`src/rtl/trax_move_sequencer_if.sv`:
```
// Handshake bundle between the Trax turn sequencer, the transceiver and the board engines.
// master = sequencer side, slave = transceiver/engine side.
interface trax_move_sequencer_if;
  logic        game_start;
  logic        color;
  logic        rx_valid;
  logic [21:0] rx_move;
  logic        upd_start;
  logic        upd_done;
  logic [21:0] upd_move;
  logic        ac_start;
  logic        ac_done;
  logic        ac_changed;
  logic        c2m_start;
  logic        c2m_done;
  logic        c2m_grow_top;
  logic        c2m_grow_left;
  logic        sd_start;
  logic        sd_done;
  logic        sr_start;
  logic        sr_done;
  logic        cm_start;
  logic        cm_done;
  logic [21:0] cm_move;
  logic [7:0]  cm_count;
  logic        tx_start;
  logic [21:0] tx_move;
  logic        busy;
  logic        overrun;
  logic [1:0]  err_code;
  logic [15:0] move_count;

  modport master (
    input  game_start, color, rx_valid, rx_move,
    input  upd_done, ac_done, ac_changed, c2m_done, c2m_grow_top, c2m_grow_left,
    input  sd_done, sr_done, cm_done, cm_move, cm_count,
    output upd_start, upd_move, ac_start, c2m_start, sd_start, sr_start, cm_start,
    output tx_start, tx_move, busy, overrun, err_code, move_count
  );

  modport slave (
    output game_start, color, rx_valid, rx_move,
    output upd_done, ac_done, ac_changed, c2m_done, c2m_grow_top, c2m_grow_left,
    output sd_done, sr_done, cm_done, cm_move, cm_count,
    input  upd_start, upd_move, ac_start, c2m_start, sd_start, sr_start, cm_start,
    input  tx_start, tx_move, busy, overrun, err_code, move_count
  );
endinterface

```
`src/rtl/trax_move_sequencer.sv`:
```
// Trax turn controller: runs the board engines for the opponent's move and then for our reply.
// Optional per-wait watchdog is enabled by defining TRAX_SEQ_WATCHDOG_EN.
module trax_move_sequencer #(
  parameter int unsigned MAX_AC_PASSES  = 8,
  parameter int unsigned TIMEOUT_CYCLES = 4096
) (
  input  logic                  clk,
  input  logic                  rst_n,
  trax_move_sequencer_if.master bus_io
);

  typedef enum logic [3:0] {
    S_IDLE   = 4'd0,
    S_UPD    = 4'd1,
    S_AC     = 4'd2,
    S_C2M    = 4'd3,
    S_SHD    = 4'd4,
    S_SHR    = 4'd5,
    S_CHOOSE = 4'd6,
    S_TX     = 4'd7,
    S_ERR    = 4'd8
  } state_e;

  localparam int unsigned PASS_W       = $clog2(MAX_AC_PASSES + 1);
  localparam logic [21:0] OPENING_MOVE = 22'h100000;

  state_e              state_q, state_d;
  logic                phase_q, phase_d;
  logic [21:0]         cur_move_q, cur_move_d;
  logic [PASS_W-1:0]   pass_q, pass_d;
  logic                grow_left_q, grow_left_d;
  logic                entry_q, entry_d;
  logic                upd_start_q, upd_start_d;
  logic                ac_start_q, ac_start_d;
  logic                c2m_start_q, c2m_start_d;
  logic                sd_start_q, sd_start_d;
  logic                sr_start_q, sr_start_d;
  logic                cm_start_q, cm_start_d;
  logic                tx_start_q, tx_start_d;
  logic [21:0]         tx_move_q, tx_move_d;
  logic                busy_q, busy_d;
  logic                overrun_q, overrun_d;
  logic [1:0]          err_code_q, err_code_d;
  logic [15:0]         move_count_q, move_count_d;
  logic                enter_s;
  logic                wait_s;
`ifdef TRAX_SEQ_WATCHDOG_EN
  logic [15:0]         wd_q, wd_d;
  logic                engine_wait_s;
`endif

  // After commit/shift, the opponent chain continues to CHOOSE and our own chain finishes in TX.
  function automatic state_e next_after_commit(input logic phase);
    next_after_commit = phase ? S_TX : S_CHOOSE;
  endfunction

  // Next-state, start-pulse and status computation.
  always_comb begin
    state_d      = state_q;
    phase_d      = phase_q;
    cur_move_d   = cur_move_q;
    pass_d       = pass_q;
    grow_left_d  = grow_left_q;
    err_code_d   = err_code_q;
    tx_move_d    = tx_move_q;
    move_count_d = move_count_q;
    enter_s      = 1'b0;
    // The start cycle of a state never accepts done, so a same-cycle done is dropped.
    wait_s       = ~entry_q;
    overrun_d    = overrun_q | (busy_q & (bus_io.rx_valid | bus_io.game_start));

    case (state_q)
      S_IDLE: begin
        if (bus_io.game_start) begin
          if (!bus_io.color) begin
            cur_move_d = OPENING_MOVE;
            phase_d    = 1'b1;
            state_d    = S_UPD;
            enter_s    = 1'b1;
          end else begin
            state_d = S_IDLE;
          end
        end else if (bus_io.rx_valid) begin
          cur_move_d = bus_io.rx_move;
          phase_d    = 1'b0;
          state_d    = S_UPD;
          enter_s    = 1'b1;
        end else begin
          state_d = S_IDLE;
        end
      end
      S_UPD: begin
        if (wait_s && bus_io.upd_done) begin
          pass_d  = PASS_W'(1);
          state_d = S_AC;
          enter_s = 1'b1;
        end else begin
          state_d = S_UPD;
        end
      end
      S_AC: begin
        if (wait_s && bus_io.ac_done) begin
          enter_s = 1'b1;
          if (!bus_io.ac_changed) begin
            state_d = S_C2M;
          end else if (pass_q < PASS_W'(MAX_AC_PASSES)) begin
            pass_d  = pass_q + PASS_W'(1);
            state_d = S_AC;
          end else begin
            err_code_d = 2'b01;
            state_d    = S_ERR;
          end
        end else begin
          state_d = S_AC;
        end
      end
      S_C2M: begin
        if (wait_s && bus_io.c2m_done) begin
          grow_left_d = bus_io.c2m_grow_left;
          enter_s     = 1'b1;
          if (bus_io.c2m_grow_top) begin
            state_d = S_SHD;
          end else if (bus_io.c2m_grow_left) begin
            state_d = S_SHR;
          end else begin
            state_d = next_after_commit(phase_q);
          end
        end else begin
          state_d = S_C2M;
        end
      end
      S_SHD: begin
        if (wait_s && bus_io.sd_done) begin
          enter_s = 1'b1;
          state_d = grow_left_q ? S_SHR : next_after_commit(phase_q);
        end else begin
          state_d = S_SHD;
        end
      end
      S_SHR: begin
        if (wait_s && bus_io.sr_done) begin
          enter_s = 1'b1;
          state_d = next_after_commit(phase_q);
        end else begin
          state_d = S_SHR;
        end
      end
      S_CHOOSE: begin
        if (wait_s && bus_io.cm_done) begin
          enter_s = 1'b1;
          if (bus_io.cm_count == 8'd0) begin
            err_code_d = 2'b10;
            state_d    = S_ERR;
          end else begin
            cur_move_d = bus_io.cm_move;
            phase_d    = 1'b1;
            state_d    = S_UPD;
          end
        end else begin
          state_d = S_CHOOSE;
        end
      end
      S_TX: begin
        state_d = S_IDLE;
        enter_s = 1'b1;
      end
      S_ERR: begin
        state_d = S_ERR;
      end
      default: begin
        state_d = S_IDLE;
        enter_s = 1'b1;
      end
    endcase

`ifdef TRAX_SEQ_WATCHDOG_EN
    engine_wait_s = (state_q == S_UPD) | (state_q == S_AC) | (state_q == S_C2M) |
                    (state_q == S_SHD) | (state_q == S_SHR) | (state_q == S_CHOOSE);
    if (!enter_s && engine_wait_s) begin
      if (({1'b0, wd_q} + 17'd1) >= 17'(TIMEOUT_CYCLES)) begin
        wd_d       = 16'd0;
        err_code_d = 2'b11;
        state_d    = S_ERR;
        enter_s    = 1'b1;
      end else begin
        wd_d = wd_q + 16'd1;
      end
    end else begin
      wd_d = 16'd0;
    end
`endif

    upd_start_d = enter_s & (state_d == S_UPD);
    ac_start_d  = enter_s & (state_d == S_AC);
    c2m_start_d = enter_s & (state_d == S_C2M);
    sd_start_d  = enter_s & (state_d == S_SHD);
    sr_start_d  = enter_s & (state_d == S_SHR);
    cm_start_d  = enter_s & (state_d == S_CHOOSE);
    tx_start_d  = enter_s & (state_d == S_TX);
    entry_d     = enter_s;
    busy_d      = (state_d != S_IDLE) & (state_d != S_ERR);

    if (enter_s && (state_d == S_TX)) begin
      tx_move_d    = cur_move_q;
      move_count_d = move_count_q + 16'd1;
    end else begin
      tx_move_d    = tx_move_q;
      move_count_d = move_count_q;
    end
  end

  // State and registered outputs.
  always_ff @(posedge clk or negedge rst_n) begin
    if (!rst_n) begin
      state_q      <= S_IDLE;
      phase_q      <= 1'b0;
      cur_move_q   <= 22'd0;
      pass_q       <= '0;
      grow_left_q  <= 1'b0;
      entry_q      <= 1'b0;
      upd_start_q  <= 1'b0;
      ac_start_q   <= 1'b0;
      c2m_start_q  <= 1'b0;
      sd_start_q   <= 1'b0;
      sr_start_q   <= 1'b0;
      cm_start_q   <= 1'b0;
      tx_start_q   <= 1'b0;
      tx_move_q    <= 22'd0;
      busy_q       <= 1'b0;
      overrun_q    <= 1'b0;
      err_code_q   <= 2'b00;
      move_count_q <= 16'd0;
`ifdef TRAX_SEQ_WATCHDOG_EN
      wd_q         <= 16'd0;
`endif
    end else begin
      state_q      <= state_d;
      phase_q      <= phase_d;
      cur_move_q   <= cur_move_d;
      pass_q       <= pass_d;
      grow_left_q  <= grow_left_d;
      entry_q      <= entry_d;
      upd_start_q  <= upd_start_d;
      ac_start_q   <= ac_start_d;
      c2m_start_q  <= c2m_start_d;
      sd_start_q   <= sd_start_d;
      sr_start_q   <= sr_start_d;
      cm_start_q   <= cm_start_d;
      tx_start_q   <= tx_start_d;
      tx_move_q    <= tx_move_d;
      busy_q       <= busy_d;
      overrun_q    <= overrun_d;
      err_code_q   <= err_code_d;
      move_count_q <= move_count_d;
`ifdef TRAX_SEQ_WATCHDOG_EN
      wd_q         <= wd_d;
`endif
    end
  end

  // cur_move only changes on entry to UPD, so it is stable for the whole apply-move handshake.
  assign bus_io.upd_move   = cur_move_q;
  assign bus_io.upd_start  = upd_start_q;
  assign bus_io.ac_start   = ac_start_q;
  assign bus_io.c2m_start  = c2m_start_q;
  assign bus_io.sd_start   = sd_start_q;
  assign bus_io.sr_start   = sr_start_q;
  assign bus_io.cm_start   = cm_start_q;
  assign bus_io.tx_start   = tx_start_q;
  assign bus_io.tx_move    = tx_move_q;
  assign bus_io.busy       = busy_q;
  assign bus_io.overrun    = overrun_q;
  assign bus_io.err_code   = err_code_q;
  assign bus_io.move_count = move_count_q;

endmodule

```
`src/flat_wrapper.sv`:
```
// flat-port wrapper written by rule: the top's interface ports become plain ports
module trax_move_sequencer_flat 
#(
  parameter int unsigned MAX_AC_PASSES  = 8,
  parameter int unsigned TIMEOUT_CYCLES = 4096
)
  (clk, rst_n, bus_io_game_start, bus_io_color, bus_io_rx_valid, bus_io_rx_move, bus_io_upd_done, bus_io_ac_done, bus_io_ac_changed, bus_io_c2m_done, bus_io_c2m_grow_top, bus_io_c2m_grow_left, bus_io_sd_done, bus_io_sr_done, bus_io_cm_done, bus_io_cm_move, bus_io_cm_count, bus_io_upd_start, bus_io_upd_move, bus_io_ac_start, bus_io_c2m_start, bus_io_sd_start, bus_io_sr_start, bus_io_cm_start, bus_io_tx_start, bus_io_tx_move, bus_io_busy, bus_io_overrun, bus_io_err_code, bus_io_move_count);
  trax_move_sequencer_if bus_io_i ();
  input  logic clk;
  input  logic rst_n;
  input wire logic [$bits(bus_io_i.game_start)-1:0] bus_io_game_start;
  input wire logic [$bits(bus_io_i.color)-1:0] bus_io_color;
  input wire logic [$bits(bus_io_i.rx_valid)-1:0] bus_io_rx_valid;
  input wire logic [$bits(bus_io_i.rx_move)-1:0] bus_io_rx_move;
  input wire logic [$bits(bus_io_i.upd_done)-1:0] bus_io_upd_done;
  input wire logic [$bits(bus_io_i.ac_done)-1:0] bus_io_ac_done;
  input wire logic [$bits(bus_io_i.ac_changed)-1:0] bus_io_ac_changed;
  input wire logic [$bits(bus_io_i.c2m_done)-1:0] bus_io_c2m_done;
  input wire logic [$bits(bus_io_i.c2m_grow_top)-1:0] bus_io_c2m_grow_top;
  input wire logic [$bits(bus_io_i.c2m_grow_left)-1:0] bus_io_c2m_grow_left;
  input wire logic [$bits(bus_io_i.sd_done)-1:0] bus_io_sd_done;
  input wire logic [$bits(bus_io_i.sr_done)-1:0] bus_io_sr_done;
  input wire logic [$bits(bus_io_i.cm_done)-1:0] bus_io_cm_done;
  input wire logic [$bits(bus_io_i.cm_move)-1:0] bus_io_cm_move;
  input wire logic [$bits(bus_io_i.cm_count)-1:0] bus_io_cm_count;
  output wire logic [$bits(bus_io_i.upd_start)-1:0] bus_io_upd_start;
  output wire logic [$bits(bus_io_i.upd_move)-1:0] bus_io_upd_move;
  output wire logic [$bits(bus_io_i.ac_start)-1:0] bus_io_ac_start;
  output wire logic [$bits(bus_io_i.c2m_start)-1:0] bus_io_c2m_start;
  output wire logic [$bits(bus_io_i.sd_start)-1:0] bus_io_sd_start;
  output wire logic [$bits(bus_io_i.sr_start)-1:0] bus_io_sr_start;
  output wire logic [$bits(bus_io_i.cm_start)-1:0] bus_io_cm_start;
  output wire logic [$bits(bus_io_i.tx_start)-1:0] bus_io_tx_start;
  output wire logic [$bits(bus_io_i.tx_move)-1:0] bus_io_tx_move;
  output wire logic [$bits(bus_io_i.busy)-1:0] bus_io_busy;
  output wire logic [$bits(bus_io_i.overrun)-1:0] bus_io_overrun;
  output wire logic [$bits(bus_io_i.err_code)-1:0] bus_io_err_code;
  output wire logic [$bits(bus_io_i.move_count)-1:0] bus_io_move_count;
  assign bus_io_i.game_start = bus_io_game_start;
  assign bus_io_i.color = bus_io_color;
  assign bus_io_i.rx_valid = bus_io_rx_valid;
  assign bus_io_i.rx_move = bus_io_rx_move;
  assign bus_io_i.upd_done = bus_io_upd_done;
  assign bus_io_i.ac_done = bus_io_ac_done;
  assign bus_io_i.ac_changed = bus_io_ac_changed;
  assign bus_io_i.c2m_done = bus_io_c2m_done;
  assign bus_io_i.c2m_grow_top = bus_io_c2m_grow_top;
  assign bus_io_i.c2m_grow_left = bus_io_c2m_grow_left;
  assign bus_io_i.sd_done = bus_io_sd_done;
  assign bus_io_i.sr_done = bus_io_sr_done;
  assign bus_io_i.cm_done = bus_io_cm_done;
  assign bus_io_i.cm_move = bus_io_cm_move;
  assign bus_io_i.cm_count = bus_io_cm_count;
  assign bus_io_upd_start = bus_io_i.upd_start;
  assign bus_io_upd_move = bus_io_i.upd_move;
  assign bus_io_ac_start = bus_io_i.ac_start;
  assign bus_io_c2m_start = bus_io_i.c2m_start;
  assign bus_io_sd_start = bus_io_i.sd_start;
  assign bus_io_sr_start = bus_io_i.sr_start;
  assign bus_io_cm_start = bus_io_i.cm_start;
  assign bus_io_tx_start = bus_io_i.tx_start;
  assign bus_io_tx_move = bus_io_i.tx_move;
  assign bus_io_busy = bus_io_i.busy;
  assign bus_io_overrun = bus_io_i.overrun;
  assign bus_io_err_code = bus_io_i.err_code;
  assign bus_io_move_count = bus_io_i.move_count;
  trax_move_sequencer #(.MAX_AC_PASSES(MAX_AC_PASSES), .TIMEOUT_CYCLES(TIMEOUT_CYCLES)) u_core (.clk(clk), .rst_n(rst_n), .bus_io(bus_io_i));
endmodule
```
`config.mk`:
```
export PLATFORM = sky130hd
export DESIGN_NAME = trax_move_sequencer_flat
export DESIGN_NICKNAME = d
export VERILOG_FILES = /design/src/rtl/trax_move_sequencer_if.sv /design/src/rtl/trax_move_sequencer.sv /design/src/flat_wrapper.sv
export SDC_FILE = /design/constraint.sdc
export NUM_CORES = 1
export LEC_CHECK = 0
export BUFFER_PORTS_ARGS = -buffer_cell sky130_fd_sc_hd__buf_2
export CAP_MARGIN = 25
export CORE_ASPECT_RATIO = 0.75
export CORE_MARGIN = 2
export CORE_UTILIZATION = 35
export CTS_BUF_LIST = sky130_fd_sc_hd__clkbuf_4 sky130_fd_sc_hd__clkbuf_8
export DETAILED_ROUTE_END_ITERATION = 10
export SLEW_MARGIN = 25
export SYNTH_ARGS = -nofsm -noshare
export SYNTH_HDL_FRONTEND = slang
export SYNTH_SLANG_ARGS = --single-unit
```
`constraint.sdc`:
```
create_clock -name clk -period 2.8 [get_ports clk]
set_clock_uncertainty 0.05 [all_clocks]
set_input_delay 0 -clock clk [delete_from_list [all_inputs] [get_ports clk]]
set_output_delay 0 -clock clk [all_outputs]
set_load 0.005 [all_outputs]
```
---- Word-level counts from Yosys, hierarchy flattened ----
Cells that the tools add are included.
W data, S select, Z words.
storage, ports and cells
  output and inout port bits .............. 71
  input bits .............................. 66
  flip-flop bits (word level) ............. 82
operators by class
  reductions and logical operators ........ 17
  order comparisons ....................... 1
  $add $sub $neg .......................... 2
  equal/unequal tests ..................... 25
  bitwise gates (word level) .............. 12
  mux-type cells .......................... 50
operator list
  operator                 number
  $mux W22                 5
  $mux W4                  15
  $pmux W22 S2             1
  $pmux W4 S8              1
  $eq A4 B3 Y1 const B     7
  $mux W1                  17
  $add A16 B1 Y16 const B  1
  $eq A4 B2 Y1 const B     4
  $mux W2                  7
  $ne A2 B1 Y1 const B     5
  $reduce_and A5 Y1        2
  $and A1 B1 Y1            9
  $eq A4 B1 Y1 const B     2
  $logic_not A8 Y1         1
  $pmux W1 S8              1
  $pmux W4 S2              1
  $logic_and A1 B1 Y1      7
  $ne A2 B2 Y1 const B     3
  $ne A3 B3 Y1 const B     2
  $reduce_and A6 Y1        1
  $reduce_bool A2 Y1       3
  $add A4 B1 Y4 const B    1
  $eq A4 B4 Y1 const B     1
  $logic_not A4 Y1         1
  other kinds (8)          9

---- Depth between registers and ports, before layout ----
Gate-level depths: netlist of run 1.
  word-level depth ........................ 7
  depth in mapped cells ................... 9

---- Worst setup path before layout of run 1 ----
Ideal clock, no wire load.
  kind .................................... register to register
  start ................................... register u_core.state_q[2]
  end ..................................... register u_core.cur_move_q[20] (netlist: u_core.bus_io.upd_move[20])
  data arrival time ....................... 2.089 ns
  period minus slack after synthesis ...... 2.266 ns
  stages on the path, launching flop included .. 8
  buffers on the path ..................... 1
  required time ........................... 2.623 ns
  slack ................................... 0.534 ns
  cell sequence ........................... dfrtp_1 mux2_4 nand3_2 a21oi_1 or2_0 buf_2 nor4b_4 mux2_1
between the ends
  word-level cells in the longest chain between the ends .. 3
  elaborated cells between the ends (all ways) .. 9
  classes of those cells .................. eq/ne: 5; mux: 1; reduce/logical: 3
ends and longest elaborated chain
  item                                                     RTL line                    source
  from (decl)                                              trax_move_sequencer.sv:27   state_e state_q, state_d;
  from (signal assigned)                                   trax_move_sequencer.sv:237  state_q <= state_d;
  $eq A4 B3 Y1 / $logic_not A4 Y1 (equally long branches)  trax_move_sequencer.sv:72   case (state_q)
  $ne A2 B2 Y1 (no line), or another cell as far along     --
  $reduce_and A5 Y1 (no line)                              --
  to (signal assigned)                                     trax_move_sequencer.sv:239  cur_move_q <= cur_move_d;
  to (decl)                                                trax_move_sequencer.sv:29   logic [21:0] cur_move_q, cur_move_d;
Parallel ways exist; a longest one is shown, timed or not.
A chain may end at the register's enable or synchronous reset.

---- Worst setup path after layout of run 1 ----
  start ................................... register u_core.state_q[2]
  end ..................................... register u_core.cur_move_q[3] (netlist: u_core.bus_io.upd_move[3])
Same word-level chain as after synthesis.

==> results of run 1 <==
[power by group through the flow]
stage          registers (mW)  logic, mW  clock network [mW]
2_1_floorplan            1.83       1.17                   0
3_3_place_gp             1.90       1.78                   0
3_5_place_dp             1.91       1.81                   0
4_1_cts                  1.89       1.85               0.915
5_1_grt                  1.95       2.03               0.957
6_report                 1.89       1.83               0.872
[sequential cells by signal, summed over array words and instances (netlist names), 2 cells and up]
name                      cells
u_core.bus_io.upd_move       22
u_core.bus_io.err_code        2
u_core.bus_io.tx_move        22
u_core.state_q                4
u_core.bus_io.move_count     16
u_core.pass_q                 4
[cell type report]
class	count	area (um^2)
clock buffers	9	124
clock inverters	7	76.3
fillers	1081	6000
inverters	29	109
multi-input cells	218	1850
flip-flops and latches	82	2050
well taps	162	203
repair buffers	180	1120
[cells by family after synthesis]
kind of cell               Yosys count  synth area share [%]
AOI/OAI and AO/OA                   52                  9.13
xor gates and xnor gates            14                  2.98
adders and majority gates            2                 0.608
buffers and inverters               47                  5.48
DFF                                 82                  49.9
muxes                               47                  13.8
and+or+nand+nor                    103                  18.1
[metrics by stage]
| stage | instance area (um^2) | setup slack [ps] |
|---|---|---|
| after floorplan | 4110 | 534 |
| after global placement | 5010 | 286 |
| after detailed placement | 5010 | 214 |
| after CTS | 5530 | 220 |
| after global routing | 5530 | 62.3 |
| final | 5530 | 223 |
[worst min-delay path: stages]
cell	delay, ps
buf_2	80
nor2_1	30
o21ai_0	160
mux2_1	130
[per-layer routing]
metal  track usage, %  part of all wire [%]  up-vias
met2             26.4                    45      121
met3             4.88                   6.6       15
li1                 -                     -     1577
met1             23.8                    46     1564
met5                0                     0        -
met4             5.43                   1.6        0
[placed cells by master, fill, tap and decap left out, types with 6 or more instances in the layout]
| cell type | instances |
|---|---|
| mux2i_1 | 20 |
| inv_1 | 29 |
| buf_4 | 11 |
| clkbuf_8 | 9 |
| a21oi_1 | 19 |
| nand3_1 | 6 |
| nand2_1 | 15 |
| dfrtp_1 | 82 |
| mux2_4 | 17 |
| nor3b_1 | 21 |
| mux2_1 | 9 |
| buf_2 | 135 |
| dlygate4sd3_1 | 32 |
| xor2_1 | 12 |
| nor2_1 | 6 |
[how the worst max path moves through the flow]
stage	from	end	slack (ps)	cells past startpoint
2_1_floorplan	u_core.state_q[2]$_DFF_PN0_	u_core.bus_io.upd_move[20]$_DFFE_PN0P_	530	7
6_report	u_core.state_q[2]$_DFF_PN0_	u_core.bus_io.upd_move[3]$_DFFE_PN0P_	220	7
5_1_grt	u_core.state_q[2]$_DFF_PN0_	u_core.bus_io.upd_move[14]$_DFFE_PN0P_	60	7
4_1_cts	u_core.state_q[2]$_DFF_PN0_	u_core.bus_io.upd_move[3]$_DFFE_PN0P_	220	7
3_3_place_gp	u_core.entry_q$_DFF_PN0_	u_core.bus_io.move_count[15]$_DFFE_PN0P_	290	7
3_5_place_dp	u_core.state_q[2]$_DFF_PN0_	u_core.bus_io.upd_move[3]$_DFFE_PN0P_	210	7
==> flow_metrics.tcl, run 1 <==
set metrics [dict create \
    clk-insertion-delay-late_ps 360 \
    finalCoreUtilization_pct 48.0 \
    dp_hpwl_um 7580 \
    die-height_um 97.9 \
    arrival_ps 2800 \
    grt_max_degree 61 \
    power_mw 4.59 \
    cts_tree "yes" \
    critPathMaxFanout 23 \
    pwr-share-comb_pct 39.9 \
    hp-start "bus_io_rx_move[20]" \
    synth_most_common_cell "dfrtp_1" \
    leakagePower_nw 2.71 \
    required_ps 3030 \
    critPathKind "flip-flop to flip-flop" \
    ant_nets 0 \
    wl_per_cell_um 15.2 \
    area_delta_synth_final_pct 34.5 \
    r2r_slack_ps 220 \
    diodes 0 \
    hold_buffers 32 \
    placedCellCount 639 \
    numCtsBuffers 9 \
    r2r-start "u_core.state_q[2]$_DFF_PN0_" \
    reg2reg_depth 7 \
    fmax_mhz 388 \
    hold_class "input pin to flip-flop" \
    synth_top_area_share_pct 49.9 \
    top_level_ports 137 \
    postCtsSetupBuffers 0 \
    cap_viol_max_count 0 \
    period_needed_ps 2580 \
    fin_cells 687 \
    initial_core_util_pct 35.7 \
    syn_nets 415 \
    placement_rows 34 \
    first_pass_iters 4 \
    h-tree-depth 3 \
    dr.first_iter.drc_count 222 \
    synthCells 347 \
    die_area_um2 12600 \
    netlist_area_um2 4110 \
    core_um2 11500 \
    whs_ps 19.3 \
    cts_buffer_depth 2 \
    switchingPower_mw 1.69 \
    crit_slowest_cell "dfrtp_1" \
    hold-path-endpoint "u_core.bus_io.upd_move[20]$_DFFE_PN0P_" \
    nets 588 \
    seqPwrFrac_pct 41.1 \
    synth_common_cells "dfrtp_1 (82), inv_1 (29), nor3b_1 (21), mux2i_1 (20), a21oi_1 (19)" \
    drc 0 \
    fin_tns_setup_ps 0 \
    synth_flop_cell "dfrtp_1" \
    peakVddDrop_uv 348 \
    fin_crit_sh_pct 92.0 \
    internal-power_mw 2.90 \
    ctsResizeCount 0 \
    route.final.wire_length_um 10400 \
    worstPathCellList "mux2_4 > nand3_2 > a21oi_1 > or2_0 > nor4b_4 > buf_12 > mux2i_1" \
    die_w_um 129 \
    tightest_slew_ps 773 \
    clock_power_share_pct 19.0 \
    ctsRootBufferMaster "clkbuf_8" \
    grt_usage_pct 17.3 \
    timing.critical_path.buf_inv 1 \
    cp-start-kind "flip-flop" \
    swShare_pct 36.8 \
    synthTopCellsByArea "dfrtp_1 (50%), mux2_4 (6.2%), mux2i_1 (4.9%)" \
    hold_viol_final 0 \
    num_vias 3277 \
    end_kind "flip-flop" \
    ys_seq_area_share_pct 49.9 \
    synth_area_leader_cell "dfrtp_1" \
    avgViaCountPerCell 4.77 \
    port_buffers 136 \
    pwr_density_cell_nw_per_um2 829 \
    rsz0062_at_grt "no" \
    status "complete, no violations" \
    grt_pass1_vias 3269 \
    r2r_end "u_core.bus_io.upd_move[3]$_DFFE_PN0P_" \
    synth.avg_cell_area_um2 11.9 \
    synth.distinct_cells 66 \
    synth-seq-cells 82 \
    synth_edf_count 0 \
    gp_congestion 0.875 \
    cts_sinks 82 \
    ys_async_sr_fraction_pct 100 \
    drv_slew 0 \
    cp_top_family "simple AND/OR/NAND/NOR gates" \
    grt_pass1_wl_um 17000 \
    cp_slowest_stage_delay_ps 640 \
    hold_depth 4 \
    grt_overflow 0 \
    finalSetupViolations 0 \
    drive_above_1_share_pct 38.9 \
    cts.clk_slew.worst_paths_ps 90 \
    slew_headroom_pct 48.5 \
    antenna_found_initial 0 \
    ys_warn_count 0 \
]
No activity file was read; power rests on OpenSTA's default activity.
==> inputs of run 2 (changes only) <==
GPL_TIMING_DRIVEN = 0   (was unset)
SETUP_SLACK_MARGIN = 0.5   (was unset)
==> run 2 against run 1 <==
Compared with the run above:
- die area is the same
- maximum frequency grew 4.9%
- combinational power grew 52%
- clock power grew 34%
- via count grew 10%
- register-to-register slack gained 120 ps
- hold slack lost 7.7 ps
- critical path type unchanged
==> flow_metrics.tcl, run 2 (synthesis results as in run 1) <==
set metrics [dict create \
    status "complete, no violations" \
    fin_tns_setup_ps 0 \
    grt_max_degree 46 \
    ctsRootBufferMaster "clkbuf_8" \
    nets 640 \
    tightest_slew_ps 588 \
    grt_pass1_vias 3645 \
    gp_congestion 0.872 \
    period_needed_ps 2460 \
    peakVddDrop_uv 524 \
    end_kind "flip-flop" \
    cp-start-kind "flip-flop" \
    whs_ps 11.6 \
    seqPwrFrac_pct 31.9 \
    crit_slowest_cell "dfrtp_2" \
    cp_slowest_stage_delay_ps 470 \
    num_vias 3607 \
    grt_pass1_wl_um 19100 \
    die_w_um 129 \
    worstPathCellList "buf_12 > nor4b_4 > and4bb_2 > nor4_4 > buf_4 > nand2_4 > nor4b_4 > buf_6 > mux2_4" \
    r2r-start "u_core.state_q[3]$_DFF_PN0_" \
    hp-start "bus_io_ac_done" \
    timing.critical_path.buf_inv 3 \
    diodes 0 \
    cts_sinks 82 \
    cap_viol_max_count 0 \
    first_pass_iters 4 \
    critPathKind "flip-flop to flip-flop" \
    arrival_ps 2660 \
    wl_per_cell_um 16.6 \
    avgViaCountPerCell 4.88 \
    cts_buffer_depth 2 \
    port_buffers 136 \
    n_fill_cell 997 \
    finalCoreUtilization_pct 55.6 \
    internal-power_mw 3.76 \
    swShare_pct 35.1 \
    final_area_um2 6410 \
    cp_top_family "simple AND/OR/NAND/NOR gates" \
    cts_tree "yes" \
    final_common_cell "buf_2" \
    initial_core_util_pct 35.7 \
    clock_power_share_pct 20.1 \
    pwr_density_cell_nw_per_um2 905 \
    placement_rows 34 \
    fin_crit_sh_pct 87.7 \
    pwr-share-comb_pct 47.9 \
    area_delta_synth_final_pct 55.9 \
    finalSetupViolations 0 \
    die_area_um2 12600 \
    crit_path_frequent_cell "nor4b_4" \
    drive_above_1_share_pct 48.0 \
    numCtsBuffers 9 \
    leakagePower_nw 3.14 \
    required_ps 3000 \
    register_area_um2 2060 \
    layout_common_cells "buf_2 (135), dfrtp_1 (79), buf_4 (34), dlygate4sd3_1 (32), inv_1 (29)" \
    multiInputGateArea_um2 2090 \
    dp_hpwl_um 7860 \
    die-height_um 97.9 \
    cts.clk_slew.worst_paths_ps 80 \
    ant_nets 0 \
    rsz0062_at_grt "yes" \
    slew_headroom_pct 60.8 \
    hold_viol_final 0 \
    drv_slew 0 \
    drc 0 \
    route.final.wire_length_um 12300 \
    power_mw 5.80 \
    critPathMaxFanout 6 \
    grt_overflow 0 \
    switchingPower_mw 2.04 \
    top_level_ports 137 \
    core_um2 11500 \
    dr.first_iter.drc_count 201 \
    grt_usage_pct 19.3 \
    hold_class "input pin to flip-flop" \
    clk-insertion-delay-late_ps 370 \
    crit_start "u_core.state_q[3]$_DFF_PN0_" \
    dpl-instance-area_um2 5020 \
    antenna_found_initial 0 \
    fmax_mhz 407 \
    h-tree-depth 3 \
]
-- run 2: worst min-delay path, stage by stage --
cell and delay [ps]:
buf_2 110, nand3_1 100, or3b_4 140, nand2_1 40
-- run 2: final cells by class --
cell class | instances | share of cell area (%)
plain buffers | 18 | 3.01
multi-input cells | 218 | 32.6
well taps | 162 | 3.16
inverters | 29 | 1.70
repair buffers | 214 | 23.2
clock inverters | 6 | 2.15
clock buffers | 10 | 2.15
flip-flops and latches | 82 | 32.1
-- run 2: metal layers --
metal,vias up,part of all wire [%],track usage (%)
li1,1678,-,-
met1,1783,47,26.8
met2,123,46,29.9
met3,23,4.8,4.55
met4,0,1.8,6.35
met5,-,0,0
-- run 2: metrics by stage --
stage	instances	setup WS (ps)
global placement	645	75.6
global route	739	250
CTS	724	417
floorplan	347	534
detailed placement	646	49.1
finish	739	343
-- run 2: final timing paths --
kind,end,slack [ps],depth (start not counted)
max in group asynchronous,u_core.state_q[2]$_DFF_PN0_,1950,3
worst min register to register,u_core.bus_io.overrun$_DFF_PN0_,430,1
worst min-delay path,u_core.bus_io.err_code[0]$_DFFE_PN0P_,10,4
min in group asynchronous,u_core.bus_io.tx_move[6]$_DFFE_PN0P_,120,2
worst max-delay path,u_core.bus_io.upd_move[20]$_DFFE_PN0P_,340,9
worst max register to register,u_core.bus_io.upd_move[20]$_DFFE_PN0P_,340,9
-- run 2: power groups by stage --
stage,registers [mW],logic [mW],clock network (mW)
finish,1.85,2.78,1.17
global route,1.90,2.99,1.24
CTS,1.84,2.32,1.19
detailed placement,1.85,1.86,0
global placement,1.83,1.83,0
floorplan,1.83,1.17,0
-- run 2: repair_timing --
| item | CTS | global route |
|---|---|---|
| setup endpoints to repair | 70 | 66 |
| hold endpoints to repair | 70 | 0 |
| gates cloned | 2 | 3 |
| gates resized for setup | 40 | 43 |
| pin swaps | 14 | 13 |
| hold buffers | 32 | 0 |
| setup buffers | 28 | 12 |
